File: src/rtl/decode_stage_if.sv
// Fetch-to-ALU decode bus: upstream fetch handshake, downstream decoded beat, flush.
interface decode_stage_if #(parameter int XLEN = 32);
  logic            flush;
  logic            in_valid;
  logic            in_ready;
  logic [31:0]     in_instr;
  logic [XLEN-1:0] in_pc;
  logic            out_valid;
  logic            out_ready;
  logic [6:0]      out_opcode;
  logic [2:0]      out_func3;
  logic [6:0]      out_func7;
  logic [XLEN-1:0] out_imm;
  logic [4:0]      out_rs1;
  logic [4:0]      out_rs2;
  logic [4:0]      out_rd;
  logic [XLEN-1:0] out_pc;
  logic            out_illegal;

  modport slave (
    input  flush, in_valid, in_instr, in_pc, out_ready,
    output in_ready, out_valid, out_opcode, out_func3, out_func7, out_imm,
           out_rs1, out_rs2, out_rd, out_pc, out_illegal
  );

  modport master (
    output flush, in_valid, in_instr, in_pc, out_ready,
    input  in_ready, out_valid, out_opcode, out_func3, out_func7, out_imm,
           out_rs1, out_rs2, out_rd, out_pc, out_illegal
  );
endinterface

File: src/rtl/decode_stage.sv
// RV32I decode stage with output + skid buffer and flush.
// Optional illegal-encoding detection enabled by defining DECODE_ILLEGAL_EN.
module decode_stage #(
  parameter int XLEN = 32
) (
  input logic          clk,
  input logic          rst,
  decode_stage_if.slave i_bus
);

  typedef struct packed {
    logic [6:0]      opcode;
    logic [2:0]      func3;
    logic [6:0]      func7;
    logic [4:0]      rs1;
    logic [4:0]      rs2;
    logic [4:0]      rd;
    logic [XLEN-1:0] imm;
    logic [XLEN-1:0] pc;
    logic            illegal;
  } beat_t;

  logic [31:0]     w_i;
  logic [XLEN-1:0] w_imm;
  logic [XLEN-1:0] w_imm_fin;
  logic            w_illegal;
  beat_t           w_dec;
  logic            w_acc;
  logic            w_rdy;

  beat_t r_out;
  beat_t r_skid;
  logic  r_out_vld;
  logic  r_skid_vld;

  assign w_i = i_bus.in_instr;

  always_comb begin
    w_imm = '0;
    case (w_i[6:0])
      7'b0010011, 7'b0000011, 7'b1100111: w_imm = XLEN'($signed(w_i[31:20]));
      7'b0100011: w_imm = XLEN'($signed({w_i[31:25], w_i[11:7]}));
      7'b1100011: w_imm = XLEN'($signed({w_i[31], w_i[7], w_i[30:25], w_i[11:8], 1'b0}));
      7'b0110111, 7'b0010111: w_imm = XLEN'($signed({w_i[31:12], 12'b0}));
      7'b1101111: w_imm = XLEN'($signed({w_i[31], w_i[19:12], w_i[20], w_i[30:21], 1'b0}));
      default: w_imm = '0;
    endcase
  end

`ifdef DECODE_ILLEGAL_EN
  always_comb begin
    w_illegal = 1'b0;
    case (w_i[6:0])
      7'b0010011, 7'b0000011, 7'b1100111, 7'b0100011, 7'b1100011,
      7'b0110111, 7'b0010111, 7'b1101111: w_illegal = 1'b0;
      7'b0110011: begin
        if (w_i[31:25] != 7'b0000000 && w_i[31:25] != 7'b0100000)
          w_illegal = 1'b1;
        else if (w_i[31:25] == 7'b0100000 && w_i[14:12] != 3'b000 && w_i[14:12] != 3'b101)
          w_illegal = 1'b1;
      end
      default: w_illegal = 1'b1;
    endcase
  end
  assign w_imm_fin = w_illegal ? '0 : w_imm;
`else
  assign w_illegal = 1'b0;
  assign w_imm_fin = w_imm;
`endif

  always_comb begin
    w_dec         = '0;
    w_dec.opcode  = w_i[6:0];
    w_dec.func3   = w_i[14:12];
    w_dec.func7   = w_i[31:25];
    w_dec.rs1     = w_i[19:15];
    w_dec.rs2     = w_i[24:20];
    w_dec.rd      = w_i[11:7];
    w_dec.imm     = w_imm_fin;
    w_dec.pc      = i_bus.in_pc;
    w_dec.illegal = w_illegal;
  end

  // Ready depends only on the skid register, so out_ready never reaches in_ready.
  assign w_rdy = ~r_skid_vld & ~rst;
  assign w_acc = i_bus.in_valid & w_rdy;

  always_ff @(posedge clk or posedge rst) begin
    if (rst) begin
      r_out      <= '0;
      r_skid     <= '0;
      r_out_vld  <= 1'b0;
      r_skid_vld <= 1'b0;
    end else if (i_bus.flush) begin
      r_out_vld  <= 1'b0;
      r_skid_vld <= 1'b0;
    end else if (!r_out_vld || i_bus.out_ready) begin
      if (r_skid_vld) begin
        r_out      <= r_skid;
        r_out_vld  <= 1'b1;
        r_skid_vld <= 1'b0;
      end else begin
        r_out_vld <= w_acc;
        if (w_acc) r_out <= w_dec;
      end
    end else if (w_acc) begin
      r_skid     <= w_dec;
      r_skid_vld <= 1'b1;
    end
  end

  assign i_bus.in_ready    = w_rdy;
  assign i_bus.out_valid   = r_out_vld;
  assign i_bus.out_opcode  = r_out.opcode;
  assign i_bus.out_func3   = r_out.func3;
  assign i_bus.out_func7   = r_out.func7;
  assign i_bus.out_imm     = r_out.imm;
  assign i_bus.out_rs1     = r_out.rs1;
  assign i_bus.out_rs2     = r_out.rs2;
  assign i_bus.out_rd      = r_out.rd;
  assign i_bus.out_pc      = r_out.pc;
  assign i_bus.out_illegal = r_out.illegal;

endmodule

File: src/flat_wrapper.sv
// flat-port wrapper written by rule: the top's interface ports become plain ports
module decode_stage_flat 
#(
  parameter int XLEN = 32
)
  (clk, rst, i_bus_flush, i_bus_in_valid, i_bus_in_instr, i_bus_in_pc, i_bus_out_ready, i_bus_in_ready, i_bus_out_valid, i_bus_out_opcode, i_bus_out_func3, i_bus_out_func7, i_bus_out_imm, i_bus_out_rs1, i_bus_out_rs2, i_bus_out_rd, i_bus_out_pc, i_bus_out_illegal);
  decode_stage_if #(.XLEN(XLEN)) i_bus_i ();
  input logic clk;
  input logic rst;
  input wire logic [$bits(i_bus_i.flush)-1:0] i_bus_flush;
  input wire logic [$bits(i_bus_i.in_valid)-1:0] i_bus_in_valid;
  input wire logic [$bits(i_bus_i.in_instr)-1:0] i_bus_in_instr;
  input wire logic [$bits(i_bus_i.in_pc)-1:0] i_bus_in_pc;
  input wire logic [$bits(i_bus_i.out_ready)-1:0] i_bus_out_ready;
  output wire logic [$bits(i_bus_i.in_ready)-1:0] i_bus_in_ready;
  output wire logic [$bits(i_bus_i.out_valid)-1:0] i_bus_out_valid;
  output wire logic [$bits(i_bus_i.out_opcode)-1:0] i_bus_out_opcode;
  output wire logic [$bits(i_bus_i.out_func3)-1:0] i_bus_out_func3;
  output wire logic [$bits(i_bus_i.out_func7)-1:0] i_bus_out_func7;
  output wire logic [$bits(i_bus_i.out_imm)-1:0] i_bus_out_imm;
  output wire logic [$bits(i_bus_i.out_rs1)-1:0] i_bus_out_rs1;
  output wire logic [$bits(i_bus_i.out_rs2)-1:0] i_bus_out_rs2;
  output wire logic [$bits(i_bus_i.out_rd)-1:0] i_bus_out_rd;
  output wire logic [$bits(i_bus_i.out_pc)-1:0] i_bus_out_pc;
  output wire logic [$bits(i_bus_i.out_illegal)-1:0] i_bus_out_illegal;
  assign i_bus_i.flush = i_bus_flush;
  assign i_bus_i.in_valid = i_bus_in_valid;
  assign i_bus_i.in_instr = i_bus_in_instr;
  assign i_bus_i.in_pc = i_bus_in_pc;
  assign i_bus_i.out_ready = i_bus_out_ready;
  assign i_bus_in_ready = i_bus_i.in_ready;
  assign i_bus_out_valid = i_bus_i.out_valid;
  assign i_bus_out_opcode = i_bus_i.out_opcode;
  assign i_bus_out_func3 = i_bus_i.out_func3;
  assign i_bus_out_func7 = i_bus_i.out_func7;
  assign i_bus_out_imm = i_bus_i.out_imm;
  assign i_bus_out_rs1 = i_bus_i.out_rs1;
  assign i_bus_out_rs2 = i_bus_i.out_rs2;
  assign i_bus_out_rd = i_bus_i.out_rd;
  assign i_bus_out_pc = i_bus_i.out_pc;
  assign i_bus_out_illegal = i_bus_i.out_illegal;
  decode_stage #(.XLEN(XLEN)) u_core (.clk(clk), .rst(rst), .i_bus(i_bus_i));
endmodule
File: config.mk
export PLATFORM = sky130hd
export DESIGN_NAME = decode_stage_flat
export DESIGN_NICKNAME = d
export VERILOG_FILES = /design/src/rtl/decode_stage_if.sv /design/src/rtl/decode_stage.sv /design/src/flat_wrapper.sv
export SDC_FILE = /design/constraint.sdc
export NUM_CORES = 1
export LEC_CHECK = 0
export CORE_ASPECT_RATIO = 1.25
export CORE_MARGIN = 4
export CORE_UTILIZATION = 52
export CTS_CLUSTER_DIAMETER = 40
export DETAILED_ROUTE_END_ITERATION = 8
export GPL_ROUTABILITY_DRIVEN = 0
export MAX_ROUTING_LAYER = met4
export PLACE_DENSITY = 0.8
export SKIP_CTS_REPAIR_TIMING = 1
export SLEW_MARGIN = 20
export SYNTH_ARGS = -nofsm -noshare
export SYNTH_HDL_FRONTEND = slang
export SYNTH_SLANG_ARGS = --single-unit
File: constraint.sdc
create_clock -name clk -period 7.23 [get_ports clk]
set_clock_uncertainty 0.05 [all_clocks]
set_input_delay 1.446 -clock clk [delete_from_list [all_inputs] [get_ports clk]]
set_output_delay 1.446 -clock clk [all_outputs]
set_load 0.1 [all_outputs]
==> results of run 1 <==
-- cell usage after synthesis (2+ instances only) --
| cell | number |
|---|---|
| a221oi_2 | 2 |
| buf_4 | 5 |
| o21ai_1 | 10 |
| buf_2 | 37 |
| nand4_1 | 8 |
| nor2_1 | 26 |
| clkbuf_1 | 21 |
| nand2b_1 | 11 |
| a221oi_1 | 6 |
| nand2_1 | 311 |
| o211ai_1 | 22 |
| buf_6 | 4 |
| mux2i_1 | 57 |
| a31oi_1 | 12 |
| o21ai_0 | 78 |
| nand4b_1 | 3 |
| dfrtp_1 | 194 |
| nor3_1 | 4 |
| inv_1 | 4 |
| nor4_1 | 12 |
| nor2b_1 | 9 |
| o21bai_1 | 11 |
| nand3_1 | 13 |
| a21oi_1 | 29 |
-- how the worst max path moves through the flow --
stage               from  slack, ns                                     to  cells after the start
detailed placement   rst       2.49                         i_bus_in_ready                      3
finish               rst       2.49                         i_bus_in_ready                      3
global placement     rst       2.48                         i_bus_in_ready                      3
global route         rst       2.43                         i_bus_in_ready                      3
CTS                  rst       2.48                         i_bus_in_ready                      3
floorplan            rst       0.43  u_core.i_bus.out_func3[0]$_DFFE_PP0P_                      1
-- area by class of cell --
type	count	share of cell area (%)
multi-input combinational	645	31.4
timing repair buffer	175	15.9
clock buffer	20	4.19
inverter	4	0.207
clock inverter	12	1.21
tap	216	2.48
sequential	194	44.6
-- metal layers --
metal | vias up | share of wire (%) | global-route usage (%)
met3 | 29 | 4.9 | 3.61
met5 | - | 0 | -
li1 | 3342 | - | -
met2 | 218 | 49 | 36.4
met4 | 0 | 2.1 | 8.97
met1 | 3398 | 44 | 31.9
-- cells by family (layout without fill, tap and decap cells) --
family                 count (synthesis)  after routing
buffers and inverters                 71            211
AOI/OAI and AO/OA                    180            180
muxes                                 57             57
DFF                                  194            194
other                                  1              1
and+or+nand+nor                      407            407
-- worst min-delay path, delay by kind of cell (launching register included) --
kind | cells | cell delay, ns
flip-flops | 1 | 0.34
AND/OR/NAND/NOR | 2 | 0.10
-- registers in the layout, indices dropped and copies added (netlist names), 3 cells and up --
| register | cells |
|---|---|
| u_core.i_bus.out_func3 | 3 |
| u_core.i_bus.out_opcode | 7 |
| u_core.i_bus.out_func7 | 7 |
| u_core.i_bus.out_imm | 32 |
| u_core.i_bus.out_rd | 5 |
| u_core.i_bus.out_pc | 32 |
| u_core.r_skid | 96 |
| u_core.i_bus.out_rs1 | 5 |
| u_core.i_bus.out_rs2 | 5 |
-- through the flow --
stage,hold slack [ns],total power [mW],utilization (%)
finish,0.425,3.39,67.2
global route,0.435,3.53,67.2
CTS,0.429,3.41,67.2
detailed placement,0.412,2.47,63.6
global placement,0.406,2.46,63.6
floorplan,0.394,2.18,-
-- placed cells by master, fill, tap and decap left out, types with 2 or more instances in the layout --
cell             Yosys  final
nand4_1              8      8
o211ai_1            22     22
nand4b_1             3      3
nor2_1              26     26
nand2b_1            11     11
o21ai_1             10     10
clkdlybuf4s50_1      0    166
mux2i_1             57     57
nor2b_1              9      9
inv_1                4      3
a21oi_1             29     29
o21ai_0             78     78
buf_4                5      9
bufinv_16            0      2
o21bai_1            11     11
clkbuf_8             0      2
dfrtp_1            194    193
nor3_1               4      4
clkinv_2             0      3
a31oi_1             12     12
nand2_1            311    311
clkinvlp_4           0      4
inv_6                0      2
nor4_1              12     11
a221oi_2             2      2
nand3_1             13     13
a221oi_1             6      6
clkbuf_16            0     17
-- report_power, final --
part | total (mW) | switching [mW] | leakage, nW | internal [mW]
registers | 1.34 | 0.0876 | 2.51 | 1.25
clock network | 0.941 | 0.412 | 0.279 | 0.529
logic | 1.11 | 0.853 | 1.97 | 0.261
total | 3.39 | 1.35 | 4.75 | 2.04
==> flow_summary.toml, run 1 <==
[run_status]
status = "complete, no violations"

[synthesis]
ys_types = 45
ys_ff_latch = 194
yosys.area.top_type = "dfrtp_1"
synth_area_leaders = "dfrtp_1 (56%), nand2_1 (14%), mux2i_1 (6.6%), o21ai_0 (4.5%), buf_2 (2.2%)"
synth.area.mux_share_pct = 6.63
synthCells = 910
synth-adder-area-share_pct = 0
synth_nets = 979
synth_top_family_by_area = "simple AND/OR/NAND/NOR gates"
synthFlopType = "dfrtp_1"
syn_area_per_cell_sq_um = 9.46
yosysSeqAreaShare_pct = 56.4
async_flop_share_pct = 100
synth-edff-count = 0
netlist.area_leader.share_pct = 56.4
synthSimpleGateAreaFrac_pct = 20.1
yosysWarnings = 0
syn_area_sq_um = 8610
synth-xor-area-share_pct = 0
synth_compound_area_share_pct = 12.6

[floorplanning]
start_util_pct = 53.1
num_rows = 52
dieWidth_microns = 123
fp.dieH_microns = 152
dieArea_sq_um = 18700
ios = 168
core_sq_um = 16200

[cells_and_area]
syn_to_final_growth_pct = 26.5
final_area_sq_um = 10900
fill_cells = 1310
diodes = 0
seqCellArea_sq_um = 4860
finalNonFillerCells = 1266
nNetsFinal = 1106
drive_above_1_share_pct = 5.43
multiInputGateArea_sq_um = 3420

[global_routing]
grt_pass1_vias = 6843
grt_max_degree = 144
grt_pass1_wl_microns = 34600
grt_antenna_before_repair = 0
grtUsageTotal_pct = 23.7
grt-ovfl-total = 0

[clock_network]
cts_made_buffers = 17
clkTransAtPathRegs_ns = 0.07
clock_sinks = 194
clockRootBuffer = "clkbuf_16"
cts_tree = "yes"
max-clock-path-buffers = 2
clk_latency_ns = 0.43
htree_levels = 4

[routing]
routed_wl_microns = 20900
postRouteAntennaNets = 0
first_pass_iters = 5
viasPerCell = 5.52
num_vias = 6987
wl_per_cell_microns = 16.5
dr.first_iter.drc_count = 552
drc = 0

[power_and_ir_drop]
p_leak_nw = 4.75
p_per_area_nw_per_um2 = 311
ir_drop_v = 0.000178

[place]
hpwl_microns = 13200
dpl_cell_area_sq_um = 10300
dpl.cell_count = 1234
dpl_worst_slack_ns = 2.49
io_buffer_count = 166

[setup_path]
reg2reg_from = "u_core.r_skid_vld$_DFFE_PP0P_"
crit_type = "in -> out"
endpoint_kind = "primary output"
timing.rr.end = "u_core.i_bus.out_func7[3]$_DFFE_PP0P_"
cp_slowest_cell = "clkdlybuf4s50_1"
critical-path-max-stage-delay_ns = 1.14
r2r_cells = 4
r2r_slack_ns = 4.07
path_buf_inv = 2
worst_ep_arrival_time_ns = 3.25
critPathLaunchType = "input port"
critPathTopFamily = "buffers and inverters"
worstPathCellList = "clkdlybuf4s50_1, nor2_1, clkdlybuf4s50_1"
worstPathRequired_ns = 5.73
crit_top_cell = "clkdlybuf4s50_1"
cp_max_fo = 3

[timing]
rsz0062_at_grt = "false"
tns_ns = 0
hold_viol = 0
max_freq_mhz = 211
setup_slack_ns = 2.49
worst_pin_slew_ns = 1.11
finalSetupViolations = 0
slew_violations = 0
period_needed_ns = 4.74
maxSlewHeadroom_pct = 26.2
finalCritPeriodShare_pct = 65.6

[hold_path]
worstHoldStart = "u_core.r_skid[79]$_DFFE_PP0P_"
hold_depth = 2
hp-class = "reg -> reg"
hold_end = "u_core.r_skid[79]$_DFFE_PP0P_"

[job]
drv_cap = 0
(Power assumes the default switching activity.)
==> run 2: changes to the inputs <==
Clock period 7.23 ns to 4.4 ns, I/O delays scaled along.
==> flow_summary.toml, run 2 (synthesized netlist as in run 1, its figures left out) <==
[timing]
hold_viol = 0
finalCritPeriodShare_pct = 70.1
slew_violations = 0
maxSlewHeadroom_pct = 29.0
period_needed_ns = 3.09
max_freq_mhz = 324
rsz0062_at_grt = "false"
finalSetupViolations = 0
setup_slack_ns = 1.31
worst_pin_slew_ns = 1.06

[routing]
postRouteAntennaNets = 0
routed.top_layer = "met4"
dr.first_iter.drc_count = 536
drc = 0
num_vias = 6962
route.met3.wl_microns = 1080
routed_wl_microns = 21200
wl_per_cell_microns = 16.7
met2_length_microns = 10700
viasPerCell = 5.49
wl_met1_microns = 8960
first_pass_iters = 5

[global_routing]
grt_pass1_wl_microns = 34900
grt-ovfl-total = 0
grt_antenna_before_repair = 0
grtUsageTotal_pct = 24.0
grt_pass1_vias = 7001
grt_max_degree = 195

[hold_path]
hp-class = "reg -> reg"
hold_end = "u_core.i_bus.out_opcode[6]$_DFFE_PP0P_"
worstHoldStart = "u_core.i_bus.out_opcode[6]$_DFFE_PP0P_"
hold_depth = 2

[power_and_ir_drop]
p_sw_share_pct = 40.4
p_clk_share_pct = 28.2
switching_power_mw = 2.27
p_leak_nw = 4.79
p_per_area_nw_per_um2 = 513
ir_drop_v = 0.000294
power_frac_comb_pct = 32.7
power_mw = 5.63
seqPwrFrac_pct = 39.1
internal-power_mw = 3.35

[clock_network]
clockRootBuffer = "clkbuf_16"
clock_sinks = 194
max-clock-path-buffers = 2
clkTransAtPathRegs_ns = 0.07
cts_tree = "yes"
clk_latency_ns = 0.43
htree_levels = 4
cts_made_buffers = 17

[setup_path]
crit_type = "reg -> reg"
reg2reg_from = "u_core.r_skid_vld$_DFFE_PP0P_"
worst_ep_arrival_time_ns = 3.30
endpoint_kind = "flop"
timing.rr.end = "u_core.i_bus.out_imm[23]$_DFFE_PP0P_"
r2r_cells = 4
r2r_slack_ns = 1.31
worstPathRequired_ns = 4.62
critPathLaunchType = "flop"
cp_max_fo = 48

[job]
drv_cap = 0

[floorplanning]
start_util_pct = 53.1
fp.dieH_microns = 152
ios = 168
core_sq_um = 16200
dieArea_sq_um = 18700
num_rows = 52
dieWidth_microns = 123

[cells_and_area]
largest_register_ffs = 96
syn_to_final_growth_pct = 27.4
largest_register = "u_core.r_skid"
diodes = 0
most-common-layout-cells = "nand2_1 (311), dfrtp_1 (193), clkdlybuf4s50_1 (165)"
final_area_sq_um = 11000
finalNonFillerCells = 1269
final_core_util_pct = 67.7
drive_above_1_share_pct = 5.89
nNetsFinal = 1109
final_common_cell = "nand2_1"

[place]
dpl_worst_slack_ns = 1.05
io_buffer_count = 166
dpl_cell_area_sq_um = 10300
hpwl_microns = 13400
dpl.cell_count = 1236

[run_status]
status = "complete, no violations"
-- run 2: cell count changes in the layout (fill, tap and decap cells not counted) --
cell / delta
inv_8: +1
clkinv_2: -3
clkbuf_8: -1
buf_4: +1
clkinv_4: +1
clkdlybuf4s50_1: -1
buf_12: +2
inv_6: +3
buf_16: +1
clkbuf_1: -1
-- run 2: stage by stage --
stage,setup TNS (ns),hold WS (ns)
3_3_place_gp,0,0.406
6_report,0,0.425
5_1_grt,0,0.449
2_1_floorplan,-0.0293,0.394
4_1_cts,0,0.430
3_5_place_dp,0,0.413
-- run 2: power groups by stage --
stage / clock network, mW / logic (mW) / registers, mW
4_1_cts: 1.62 / 1.85 / 2.20
5_1_grt: 1.69 / 1.93 / 2.23
3_5_place_dp: 0 / 1.84 / 2.23
3_3_place_gp: 0 / 1.82 / 2.22
6_report: 1.59 / 1.84 / 2.20
2_1_floorplan: 0 / 0.313 / 3.26
-- run 2: how the worst max path moves through the flow --
stage                             startpoint  cells past startpoint  slack [ns]                              endpoint
6_report       u_core.r_skid_vld$_DFFE_PP0P_                      4        1.31  u_core.i_bus.out_imm[23]$_DFFE_PP0P_
2_1_floorplan                            rst                      3       -0.03    u_core.i_bus.out_valid$_DFFE_PP0N_
3_3_place_gp                             rst                      5        1.09         u_core.r_skid[53]$_DFFE_PP0P_
5_1_grt        u_core.r_skid_vld$_DFFE_PP0P_                      4        1.19  u_core.i_bus.out_imm[30]$_DFFE_PP0P_
3_5_place_dp                             rst                      5        1.05         u_core.r_skid[63]$_DFFE_PP0P_
4_1_cts        u_core.r_skid_vld$_DFFE_PP0P_                      4        1.39  u_core.i_bus.out_imm[23]$_DFFE_PP0P_
-- run 2: cell type report --
type	count	area [sq um]
flip-flops and latches	194	4860
inverters	4	18.8
well taps	216	270
fillers	1293	5230
clock buffers	18	439
multi-input cells	645	3420
clock inverters	14	166
repair buffers	178	1790
-- run 2: routing by layer --
metal / global-route usage, % / up-vias
li1: - / 3341
met1: 30.6 / 3370
met2: 38.8 / 212
met3: 3.79 / 39
met4: 8.81 / 0
met5: - / -
-- run 2: critical path, cell delays in order, from the launching register on --
cell	delay, ns
dfrtp_4	0.83
inv_1	0.56
a211o_4	0.61
nor2_1	0.66
a31oi_1	0.17
